`src/rtl/text_pkg.sv`:
```
// Shared constants, cell layout and FSM state type for the text tile renderer.
package text_pkg;

  localparam int TILE_W  = 32;
  localparam int TILE_H  = 64;
  localparam int CHAR_W  = 7;
  localparam int COLOR_W = 3;
  localparam int CELL_W  = CHAR_W + COLOR_W;

  localparam logic [CHAR_W-1:0]  CLR_CHAR  = 7'h20;
  localparam logic [COLOR_W-1:0] CLR_COLOR = 3'b111;

  typedef enum logic {
    ST_IDLE  = 1'b0,
    ST_CLEAR = 1'b1
  } state_e;

  typedef struct packed {
    logic [CHAR_W-1:0]  ch;
    logic [COLOR_W-1:0] color;
  } cell_t;

  function automatic cell_t make_cell(input logic [CHAR_W-1:0] ch,
                                      input logic [COLOR_W-1:0] color);
    cell_t c;
    c.ch    = ch;
    c.color = color;
    return c;
  endfunction

endpackage

```
`src/rtl/text_char_buffer.sv`:
```
// Tile cell store: one write port, one registered read port, write-first on address collision.
module text_char_buffer
  import text_pkg::*;
#(
  parameter int DEPTH = 140,
  parameter int AW    = 8
) (
  input  logic          clk_i,
  input  logic          we_i,
  input  logic [AW-1:0] waddr_i,
  input  cell_t         wdata_i,
  input  logic [AW-1:0] raddr_i,
  output cell_t         rdata_o
);

  cell_t mem_q [DEPTH];
  cell_t rdata_q;

  always_ff @(posedge clk_i) begin
    if (we_i) begin
      mem_q[waddr_i] <= wdata_i;
    end
  end

  // Forward the write data so a same-cycle write is visible on the read port.
  always_ff @(posedge clk_i) begin
    if (we_i && (waddr_i == raddr_i)) begin
      rdata_q <= wdata_i;
    end else begin
      rdata_q <= mem_q[raddr_i];
    end
  end

  assign rdata_o = rdata_q;

endmodule

```
`src/rtl/text_tile_renderer.sv`:
```
// Text overlay renderer: 3-stage pixel pipeline over a tile cell buffer plus a clear sweeper.
// Cursor blinking is built only when TEXT_CURSOR_BLINK_EN is defined.
module text_tile_renderer
  import text_pkg::*;
#(
  parameter int COLS         = 20,
  parameter int ROWS         = 7,
  parameter int X0           = 1,
  parameter int Y0           = 0,
  parameter int BLINK_FRAMES = 30
) (
  input  logic                clk_i,
  input  logic                rst_ni,
  input  logic [9:0]          pix_x_i,
  input  logic [9:0]          pix_y_i,
  input  logic                frame_tick_i,
  input  logic                wr_valid_i,
  input  logic [4:0]          wr_col_i,
  input  logic [3:0]          wr_row_i,
  input  logic [CHAR_W-1:0]   wr_char_i,
  input  logic [COLOR_W-1:0]  wr_color_i,
  output logic                wr_ready_o,
  input  logic                clr_i,
  output logic                busy_o,
  input  logic [4:0]          cursor_col_i,
  input  logic [3:0]          cursor_row_i,
  output logic [12:0]         font_addr_o,
  input  logic [31:0]         font_data_i,
  output logic [COLOR_W-1:0]  text_rgb_o,
  output logic                text_on_o
);

  localparam int DEPTH = COLS * ROWS;
  localparam int AW    = (DEPTH > 1) ? $clog2(DEPTH) : 1;
  localparam int BIT_W = $clog2(TILE_W);
  localparam int ROW_W = $clog2(TILE_H);

  // ---------------------------------------------------------------
  // Window test: a wrapped subtraction turns "lo <= t <= hi" into one compare.
  // ---------------------------------------------------------------
  logic [6:0]    x_rel;
  logic [5:0]    y_rel;
  logic [4:0]    rel_col;
  logic [3:0]    rel_row;
  logic          in_win;
  logic [AW-1:0] rd_addr;

  assign x_rel   = {2'b00, pix_x_i[9:5]} - 7'(X0);
  assign y_rel   = {2'b00, pix_y_i[9:6]} - 6'(Y0);
  assign rel_col = x_rel[4:0];
  assign rel_row = y_rel[3:0];
  assign in_win  = (x_rel < 7'(COLS)) && (y_rel < 6'(ROWS));
  assign rd_addr = in_win ? (AW'(rel_row) * AW'(COLS) + AW'(rel_col)) : '0;

  // ---------------------------------------------------------------
  // Cursor blink
  // ---------------------------------------------------------------
  logic cursor_hit;
  logic blink_on;

`ifdef TEXT_CURSOR_BLINK_EN
  localparam int BW = (BLINK_FRAMES > 1) ? $clog2(BLINK_FRAMES) : 1;

  logic [BW-1:0] blink_cnt_q, blink_cnt_d;
  logic          blink_phase_q, blink_phase_d;

  always_comb begin
    blink_cnt_d   = blink_cnt_q;
    blink_phase_d = blink_phase_q;
    if (frame_tick_i) begin
      if (blink_cnt_q == BW'(BLINK_FRAMES - 1)) begin
        blink_cnt_d   = '0;
        blink_phase_d = ~blink_phase_q;
      end else begin
        blink_cnt_d = blink_cnt_q + 1'b1;
      end
    end
  end

  always_ff @(posedge clk_i or negedge rst_ni) begin
    if (!rst_ni) begin
      blink_cnt_q   <= '0;
      blink_phase_q <= 1'b0;
    end else begin
      blink_cnt_q   <= blink_cnt_d;
      blink_phase_q <= blink_phase_d;
    end
  end

  assign cursor_hit = in_win && (rel_col == cursor_col_i) && (rel_row == cursor_row_i);
  assign blink_on   = blink_phase_q;
`else
  logic unused_cursor;
  assign unused_cursor = ^{cursor_col_i, cursor_row_i, frame_tick_i, BLINK_FRAMES[0]};
  assign cursor_hit    = 1'b0;
  assign blink_on      = 1'b0;
`endif

  // ---------------------------------------------------------------
  // Write / clear FSM
  // ---------------------------------------------------------------
  state_e        state_q, state_d;
  logic [AW-1:0] clr_idx_q, clr_idx_d;
  logic          wr_in_range;
  logic [AW-1:0] wr_addr;
  logic          buf_we;
  logic [AW-1:0] buf_waddr;
  cell_t         buf_wdata;
  cell_t         rd_cell;

  assign wr_in_range = ({1'b0, wr_col_i} < 6'(COLS)) && ({1'b0, wr_row_i} < 5'(ROWS));
  assign wr_addr     = AW'(wr_row_i) * AW'(COLS) + AW'(wr_col_i);
  // Held low during reset even though the state register already reads IDLE.
  assign wr_ready_o  = (state_q == ST_IDLE) && rst_ni;
  assign busy_o      = (state_q == ST_CLEAR);

  always_comb begin
    state_d   = state_q;
    clr_idx_d = clr_idx_q;
    buf_we    = 1'b0;
    buf_waddr = wr_addr;
    buf_wdata = make_cell(wr_char_i, wr_color_i);
    case (state_q)
      ST_IDLE: begin
        if (wr_valid_i && wr_ready_o && wr_in_range) begin
          buf_we = 1'b1;
        end
        if (clr_i && wr_ready_o) begin
          state_d   = ST_CLEAR;
          clr_idx_d = '0;
        end
      end
      ST_CLEAR: begin
        buf_we    = 1'b1;
        buf_waddr = clr_idx_q;
        buf_wdata = make_cell(CLR_CHAR, CLR_COLOR);
        if (clr_idx_q == AW'(DEPTH - 1)) begin
          state_d = ST_IDLE;
        end else begin
          clr_idx_d = clr_idx_q + 1'b1;
        end
      end
      default: state_d = ST_IDLE;
    endcase
  end

  always_ff @(posedge clk_i or negedge rst_ni) begin
    if (!rst_ni) begin
      state_q   <= ST_IDLE;
      clr_idx_q <= '0;
    end else begin
      state_q   <= state_d;
      clr_idx_q <= clr_idx_d;
    end
  end

  text_char_buffer #(
    .DEPTH (DEPTH),
    .AW    (AW)
  ) u_buf (
    .clk_i   (clk_i),
    .we_i    (buf_we),
    .waddr_i (buf_waddr),
    .wdata_i (buf_wdata),
    .raddr_i (rd_addr),
    .rdata_o (rd_cell)
  );

  // ---------------------------------------------------------------
  // Pixel pipeline: cell read -> font read -> output register
  // ---------------------------------------------------------------
  logic               s1_win_q, s2_win_q;
  logic               s1_hit_q, s2_hit_q;
  logic [BIT_W-1:0]   s1_bit_q, s2_bit_q;
  logic [ROW_W-1:0]   s1_yrow_q;
  logic [COLOR_W-1:0] s2_color_q;
  logic               text_on_q;
  logic [COLOR_W-1:0] text_rgb_q;
  logic               font_bit;

  assign font_addr_o = {rd_cell.ch, s1_yrow_q};
  assign font_bit    = font_data_i[~s2_bit_q] ^ (blink_on && s2_hit_q);

  always_ff @(posedge clk_i or negedge rst_ni) begin
    if (!rst_ni) begin
      s1_win_q   <= 1'b0;
      s1_hit_q   <= 1'b0;
      s1_bit_q   <= '0;
      s1_yrow_q  <= '0;
      s2_win_q   <= 1'b0;
      s2_hit_q   <= 1'b0;
      s2_bit_q   <= '0;
      s2_color_q <= '0;
      text_on_q  <= 1'b0;
      text_rgb_q <= '0;
    end else begin
      s1_win_q   <= in_win;
      s1_hit_q   <= cursor_hit;
      s1_bit_q   <= pix_x_i[BIT_W-1:0];
      s1_yrow_q  <= pix_y_i[ROW_W-1:0];
      s2_win_q   <= s1_win_q;
      s2_hit_q   <= s1_hit_q;
      s2_bit_q   <= s1_bit_q;
      s2_color_q <= rd_cell.color;
      text_on_q  <= s2_win_q;
      text_rgb_q <= (s2_win_q && font_bit) ? s2_color_q : '0;
    end
  end

  assign text_on_o  = text_on_q;
  assign text_rgb_o = text_rgb_q;

endmodule

```
`config.mk`:
```
export PLATFORM = sky130hd
export DESIGN_NAME = text_tile_renderer
export DESIGN_NICKNAME = d
export VERILOG_FILES = /design/src/rtl/text_pkg.sv /design/src/rtl/text_char_buffer.sv /design/src/rtl/text_tile_renderer.sv
export SDC_FILE = /design/constraint.sdc
export NUM_CORES = 1
export LEC_CHECK = 0
export CAP_MARGIN = 20
export CORE_UTILIZATION = 62
export CTS_CLUSTER_SIZE = 28
export DETAILED_ROUTE_END_ITERATION = 12
export GPL_TIMING_DRIVEN = 0
export PLACE_DENSITY_LB_ADDON = 0.25
export SLEW_MARGIN = 25
export SYNTH_ARGS = -nofsm -noshare
export SYNTH_HDL_FRONTEND = slang
export SYNTH_SLANG_ARGS = --single-unit
```
`constraint.sdc`:
```
create_clock -name clk_i -period 7.3 [get_ports clk_i]
set_input_delay 1.46 -clock clk_i [delete_from_list [all_inputs] [get_ports clk_i]]
set_output_delay 1.46 -clock clk_i [all_outputs]
set_load 0.1 [all_outputs]
```
==> flow_summary.json, run 1 <==
{
  "cts_hold_buf": 0,
  "period_minus_slack_ns": 7.177,
  "p_total_mw": 19.17,
  "muxShareOfSynthArea_pct": 15.32,
  "grt_pass1_wl_mm": 218.0,
  "r2r-start": "busy_o",
  "cp_slowest_cell": "clkdlybuf4s50_1",
  "yosys.area.top_type_share_pct": 73.60,
  "synthSimpleGateAreaFrac_pct": 3.242,
  "crit_path_cell_trace": "buf_2, buf_2, buf_2, clkbuf_1, clkbuf_1, nand2_1, o211ai_1, nand3_1, a211oi_2, buf_4, clkdlybuf4s50_1",
  "cts-htree-levels": 4,
  "place_ws_ns": 0.6152,
  "grt_pass1_vias": 30570,
  "vias": 30940,
  "holdPathEnd": "s2_bit_q[1]",
  "grt-ovfl-total": 0,
  "grt_setup_unrepaired": "no",
  "leakage_nw": 20.34,
  "dieWidth_um": 305.5,
  "synth_fa_ha_area_share_pct": 0.4687,
  "drcViolationCount": 0,
  "critPathRequiredTime_ns": 5.84,
  "via_per_inst": 6.988,
  "drtIter0Drc": 5037,
  "yosys.cell_types.count": 60,
  "finalNetCount": 3245,
  "dr.pass1.iters": 8,
  "endpoint_kind": "output port",
  "slew_viol_final": 0,
  "numCtsBuffers": 141,
  "min_path_cells": 0,
  "fmax_ghz": 0.1393,
  "cpMostUsedCell": "buf_2",
  "die_h_um": 305.5,
  "synthesis.nets": 2972,
  "syn_to_final_growth_pct": 14.15,
  "slowest_delay_ns": 1.12,
  "fin_util_pct": 71.89,
  "hold_class": "register to register",
  "dp_hpwl_mm": 102.9,
  "clk_pin_slew_ns": 0.06,
  "port_buffers": 93,
  "rr_worst_depth": 6,
  "finalHoldViolations": 0,
  "synth.area.top_cells": "edfxtp_1 (74%), mux4_2 (9.8%), mux2i_1 (4.6%)",
  "core_area_mm2": 0.09070,
  "die-area_mm2": 0.09335,
  "postCtsSetupBuffers": 0,
  "cp_num_buf_inv": 7,
  "clock_latency_ns": 0.77,
  "wirelength_mm": 154.2,
  "relSlewSlack_pct": 19.25,
  "gp_congestion": 1.063,
  "cp_max_fo": 10,
  "synth_area_mm2": 0.05712,
  "initial_utilization_pct": 62.98,
  "maxCapViolCount": 0,
  "cts_root_buf": "clkbuf_16",
  "antenna_found_initial": 5,
  "yosysWarnings": 0,
  "seq_area_frac_synth_pct": 75.37,
  "finalSetupViolations": 0,
  "synth-edff-count": 1400,
  "nFillCells": 5094,
  "rrSetupSlack_ns": 3.13,
  "cp.arrival_ns": 5.72,
  "fin_hold_ws_ns": 0.3539,
  "clock-sinks": 1442,
  "ioPinCount": 104,
  "synth_top_family_by_area": "multiplexers",
  "worstHoldStart": "s1_bit_q[1]",
  "syn_inst": 2868,
  "crit_family": "buffers and inverters",
  "status": "complete, no violations",
  "globalRouteTotalUtil_pct": 33.59,
  "start_kind": "register",
  "worst_r2r_endpoint": "u_buf.mem_q[89][0]",
  "cts_buffer_depth": 3,
  "yosysTopAreaCell": "edfxtp_1",
  "rows": 110,
  "wire_per_inst_um": 34.84,
  "final.setup.tns_ns": 0,
  "power_density_mw_per_mm2": 294.1,
  "timing.final.ws_setup_ns": 0.1230,
  "ys_ff_latch": 1442,
  "synth-xor-area-share_pct": 0.2913,
  "ys.flop_type": "edfxtp_1",
  "drive_above_1_share_pct": 20.95,
  "irDropWorstVdd_uv": 344.1,
  "fin_skew_ns": 0.03858,
  "antenna_cells": 0,
  "synth_compound_area_share_pct": 3.439,
  "syn_area_per_cell_um2": 19.92,
  "synth-async-reset-ratio_pct": 2.358,
  "tritoncts": "yes",
  "worstMarginPinSlew_ns": 1.208,
  "grt_max_degree": 65,
  "post-route-period-util_pct": 98.32,
  "crit_type": "register to output port",
  "ant_nets": 0
}
==> layer usage <==
| layer | vias up | global-route usage (%) | share of wire, % |
|---|---|---|---|
| met4 | 2 | 17.58 | 5.5 |
| li1 | 12310 | - | - |
| met1 | 15940 | 46.54 | 36 |
| met5 | - | 0.6718 | 0.0091 |
| met3 | 381 | 8.417 | 12 |
| met2 | 2309 | 50.03 | 46 |
==> layout by cell type (no fill, tap or decap), types with 18 or more instances in the layout <==
master	n
a21oi_1	30
a22oi_1	32
a31oi_1	19
buf_12	21
buf_16	19
buf_2	45
buf_4	36
clkbuf_1	78
clkbuf_16	144
clkdlybuf4s50_1	86
clkinv_1	27
clkinv_2	18
dfrtp_1	34
edfxtp_1	1400
mux2i_1	261
mux4_2	249
nand2_1	66
nand3_1	37
nor2_1	148
nor2_2	30
nor2b_1	31
o21ai_0	27
o221ai_1	20
o22ai_1	44
==> kinds of logic (layout without fill, tap and decap cells) <==
kind of cell,after synthesis,count (layout)
AO/OA/AOI/OAI,273,273
buffers and inverters,175,558
adder cells (fa/ha/maj),19,19
flip-flops,1442,1442
multiplexers,537,537
AND/OR/NAND/NOR,403,403
XOR/XNOR,19,19
==> worst reg2reg max path: stages (launching register included) <==
cell and delay, ns:
dfrtp_1 0.46, clkbuf_1 0.41, buf_1 0.48, a22oi_1 0.14
nor2_1 0.32, nand2_1 0.80, nor2_1 1.18
==> state kept, by name, indices dropped and copies added, names as in the netlist, named ones only <==
register and count:
u_buf.mem_q 1400, clr_idx_q 8, s1_yrow_q 6, s1_bit_q 5, s2_bit_q 5, s2_color_q 3
text_rgb_o 3, busy_o 1, s1_win_q 1, s2_win_q 1, text_on_o 1
==> per-stage QoR <==
step	instances	cell area [um2]
finish	4427	65200
global route	4427	65200
CTS	4427	65110
detailed placement	4174	60490
global placement	4137	59530
floorplan	2868	57120
==> synth_stat cells (all sizes together) (7+ instances only) <==
cell type  instances
edfxtp          1400
mux4             264
mux2i            261
nor2             178
buf              111
nand2             71
clkbuf            54
o22ai             44
nand3             38
nor2b             37
dfrtp             34
a22oi             32
o21ai             32
a21oi             30
a211oi            29
o221ai            20
a31oi             19
or2               18
nor3              17
ha                15
a221oi            14
or3               13
mux2              12
and2              11
a2bb2oi           10
a32oi             10
xor2              10
inv                9
xnor2              9
a41oi              8
dfxtp              8
a22o               7
nand2b             7
o211ai             7
==> report_power, final <==
part	internal [mW]	total (mW)	switching (mW)
registers	9.43	9.51	0.0825
clock network	4.21	7.30	3.09
logic	0.686	2.36	1.67
==> how the worst max path moves through the flow <==
stage / slack (ns) / start / depth (start not counted) / end
CTS: 0.01 / register / 10 / font_addr_o[8]
detailed placement: 0.62 / register / 10 / font_addr_o[10]
global route: 0.07 / register / 11 / font_addr_o[12]
global placement: -3.76 / wr_char_i[2] / 2 / u_buf.mem_q[132][5]
finish: 0.12 / register / 11 / font_addr_o[12]
floorplan: 1.48 / busy_o / 4 / u_buf.mem_q[0][3]
==> cell type report <==
cell class              count  area, um2  share of cell area (%)
flip-flops and latches   1442      43050                   66.03
multi-input cells        1251      13160                   20.19
clock buffers             175       3760                   5.766
repair buffers            130       1821                   2.792
well taps                1176       1471                   2.257
plain buffers             165       1042                   1.598
clock inverters            78      858.3                   1.316
inverters                  10      37.54                 0.05757
==> what timing repair did <==
item                       4_1_cts  5_1_grt
gates resized for setup          2        7
pin swaps                        0        0
setup endpoints to repair        5        5
(Power assumes the default switching activity.)
==> run 2, diff against run 1 <==
==> constraint.sdc (replaced) <==
create_clock -name clk_i -period 7.3 [get_ports clk_i]
set_input_delay 0.73 -clock clk_i [delete_from_list [all_inputs] [get_ports clk_i]]
set_output_delay 0.73 -clock clk_i [all_outputs]
set_load 0.1 [all_outputs]
==> flow_summary.json, run 2 (synthesis results as in run 1) <==
{
  "grt_pass1_wl_mm": 218.0,
  "regMostFlops": "u_buf.mem_q",
  "switching_share_pct": 25.29,
  "final_common_cell": "edfxtp_1",
  "worstMarginPinSlew_ns": 1.208,
  "start_kind": "register",
  "clk_pin_slew_ns": 0.06,
  "crit_family": "buffers and inverters",
  "globalRouteTotalUtil_pct": 33.59,
  "p_clk_share_pct": 38.1,
  "finalNetCount": 3246,
  "grt_pass1_vias": 30570,
  "cts_buffer_depth": 3,
  "worstHoldStart": "s1_bit_q[1]",
  "rrSetupSlack_ns": 3.14,
  "irDropWorstVdd_uv": 291.5,
  "period_minus_slack_ns": 6.993,
  "critPathRequiredTime_ns": 6.57,
  "cts_root_buf": "clkbuf_16",
  "power_density_mw_per_mm2": 294.1,
  "p_sw_mw": 4.851,
  "via_per_inst": 7.009,
  "relSlewSlack_pct": 19.24,
  "drcViolationCount": 0,
  "stdcell_count": 4429,
  "syn_to_final_growth_pct": 14.13,
  "antenna_found_initial": 5,
  "fin_util_pct": 71.88,
  "wirelength_mm": 154.1,
  "cp.arrival_ns": 6.26,
  "postCtsSetupBuffers": 0,
  "crit_path_cell_trace": "buf_2, buf_2, clkbuf_1, mux4_2, mux2i_1, o211ai_1, nand3_1, a211oi_2, buf_4, clkdlybuf4s50_1",
  "rows": 110,
  "dp.cells": 4174,
  "initial_utilization_pct": 62.98,
  "nFillCells": 5100,
  "grt_setup_unrepaired": "no",
  "grt_max_degree": 65,
  "power.internal_mw": 14.33,
  "comb_power_share_pct": 12.3,
  "wire_per_inst_um": 34.78,
  "crit_type": "register to output port",
  "largest_register_ff_count": 1400,
  "cp_slowest_cell": "clkdlybuf4s50_1",
  "clock_latency_ns": 0.77,
  "reg.largest.list": "u_buf.mem_q x1400, clr_idx_q x8, s1_yrow_q x6",
  "slowest_delay_ns": 1.12,
  "hold_class": "register to register",
  "post-route-period-util_pct": 95.80,
  "cp_num_buf_inv": 5,
  "dr.pass1.iters": 6,
  "gp_congestion": 1.063,
  "port_buffers": 93,
  "r2r-start": "busy_o",
  "dieWidth_um": 305.5,
  "maxCapViolCount": 0,
  "cp_max_fo": 10,
  "cpMostUsedCell": "buf_2",
  "drtIter0Drc": 4953,
  "endpoint_kind": "output port",
  "vias": 31040,
  "fin_skew_ns": 0.03755,
  "status": "complete, no violations",
  "die-area_mm2": 0.09335,
  "core_area_mm2": 0.09070,
  "power_frac_seq_pct": 49.6,
  "slew_viol_final": 0,
  "finalSetupViolations": 0,
  "cts_resized": 0,
  "die_h_um": 305.5,
  "clock-sinks": 1442,
  "finalHoldViolations": 0,
  "ant_nets": 0,
  "leakage_nw": 20.29,
  "fmax_ghz": 0.1430,
  "dp_hpwl_mm": 102.9,
  "grt-ovfl-total": 0,
  "ioPinCount": 104,
  "drive_above_1_share_pct": 20.91,
  "cts-htree-levels": 4,
  "layout_common_cells": "edfxtp_1 (1400), mux2i_1 (261), mux4_2 (249)",
  "tritoncts": "yes",
  "numCtsBuffers": 141
}
[run 2: worst register-to-register path: stages (launching register included)]
cell and delay [ns]:
dfrtp_1 0.47, clkbuf_1 0.40, buf_1 0.47, nand3_1 0.15
o21ai_1 0.28, nand2_1 0.84, nor2_1 1.17
[run 2: power groups by stage]
stage,clock network (mW),logic [mW],registers (mW)
CTS,7.31,2.27,9.51
floorplan,0,1.22,9.70
global route,7.63,2.41,9.52
global placement,0,2.08,9.73
detailed placement,0,2.26,9.68
finish,7.31,2.36,9.51
[run 2: final timing paths]
kind                                      endpoint  cells past startpoint
min in group asynchronous            text_rgb_o[1]                      2
worst min register to register         s2_bit_q[1]                      0
worst max-delay path                font_addr_o[8]                     10
max in group asynchronous              s2_bit_q[4]                      3
worst min-delay path                   s2_bit_q[1]                      0
worst max register to register  u_buf.mem_q[89][0]                      6
[run 2: metal layers]
| layer | vias up | track usage, % | wire (um) |
|---|---|---|---|
| met2 | 2348 | 50.03 | 70540 |
| met4 | 2 | 17.58 | 8510 |
| met3 | 404 | 8.417 | 19030 |
| met5 | - | 0.6718 | 14 |
| li1 | 12320 | - | - |
| met1 | 15970 | 46.54 | 55950 |
[run 2: final cells by class]
type                    instances  area, um2  area share, %
repair buffers                131       1819          2.790
plain buffers                 165       1035          1.587
multi-input cells            1251      13160          20.19
flip-flops and latches       1442      43050          66.03
clock buffers                 175       3760          5.767
inverters                      10      37.54        0.05757
diodes                          1      2.502       0.003838
well taps                    1176       1471          2.257
clock inverters                78      858.3          1.316
[run 2: timing repair]
item                                   CTS  global route
setup endpoints to repair                0             0
endpoints found under the hold margin   14             0
hold buffers                             1             0
[run 2: metrics by stage]
step / setup WS, ns / TNS [ns] / power, mW / instance area, um2 / hold WS, ns
6_report: 0.3067 / 0 / 19.18 / 65200 / 0.3519
5_1_grt: 0.3179 / 0 / 19.56 / 65200 / 0.3538
4_1_cts: 0.4741 / 0 / 19.09 / 65120 / 0.3518
3_5_place_dp: 1.345 / 0 / 11.93 / 60490 / 0.3364
3_3_place_gp: -3.084 / -2390.36 / 11.81 / 59530 / 0.3335
2_1_floorplan: 1.481 / 0 / 10.92 / 57120 / 0.3312
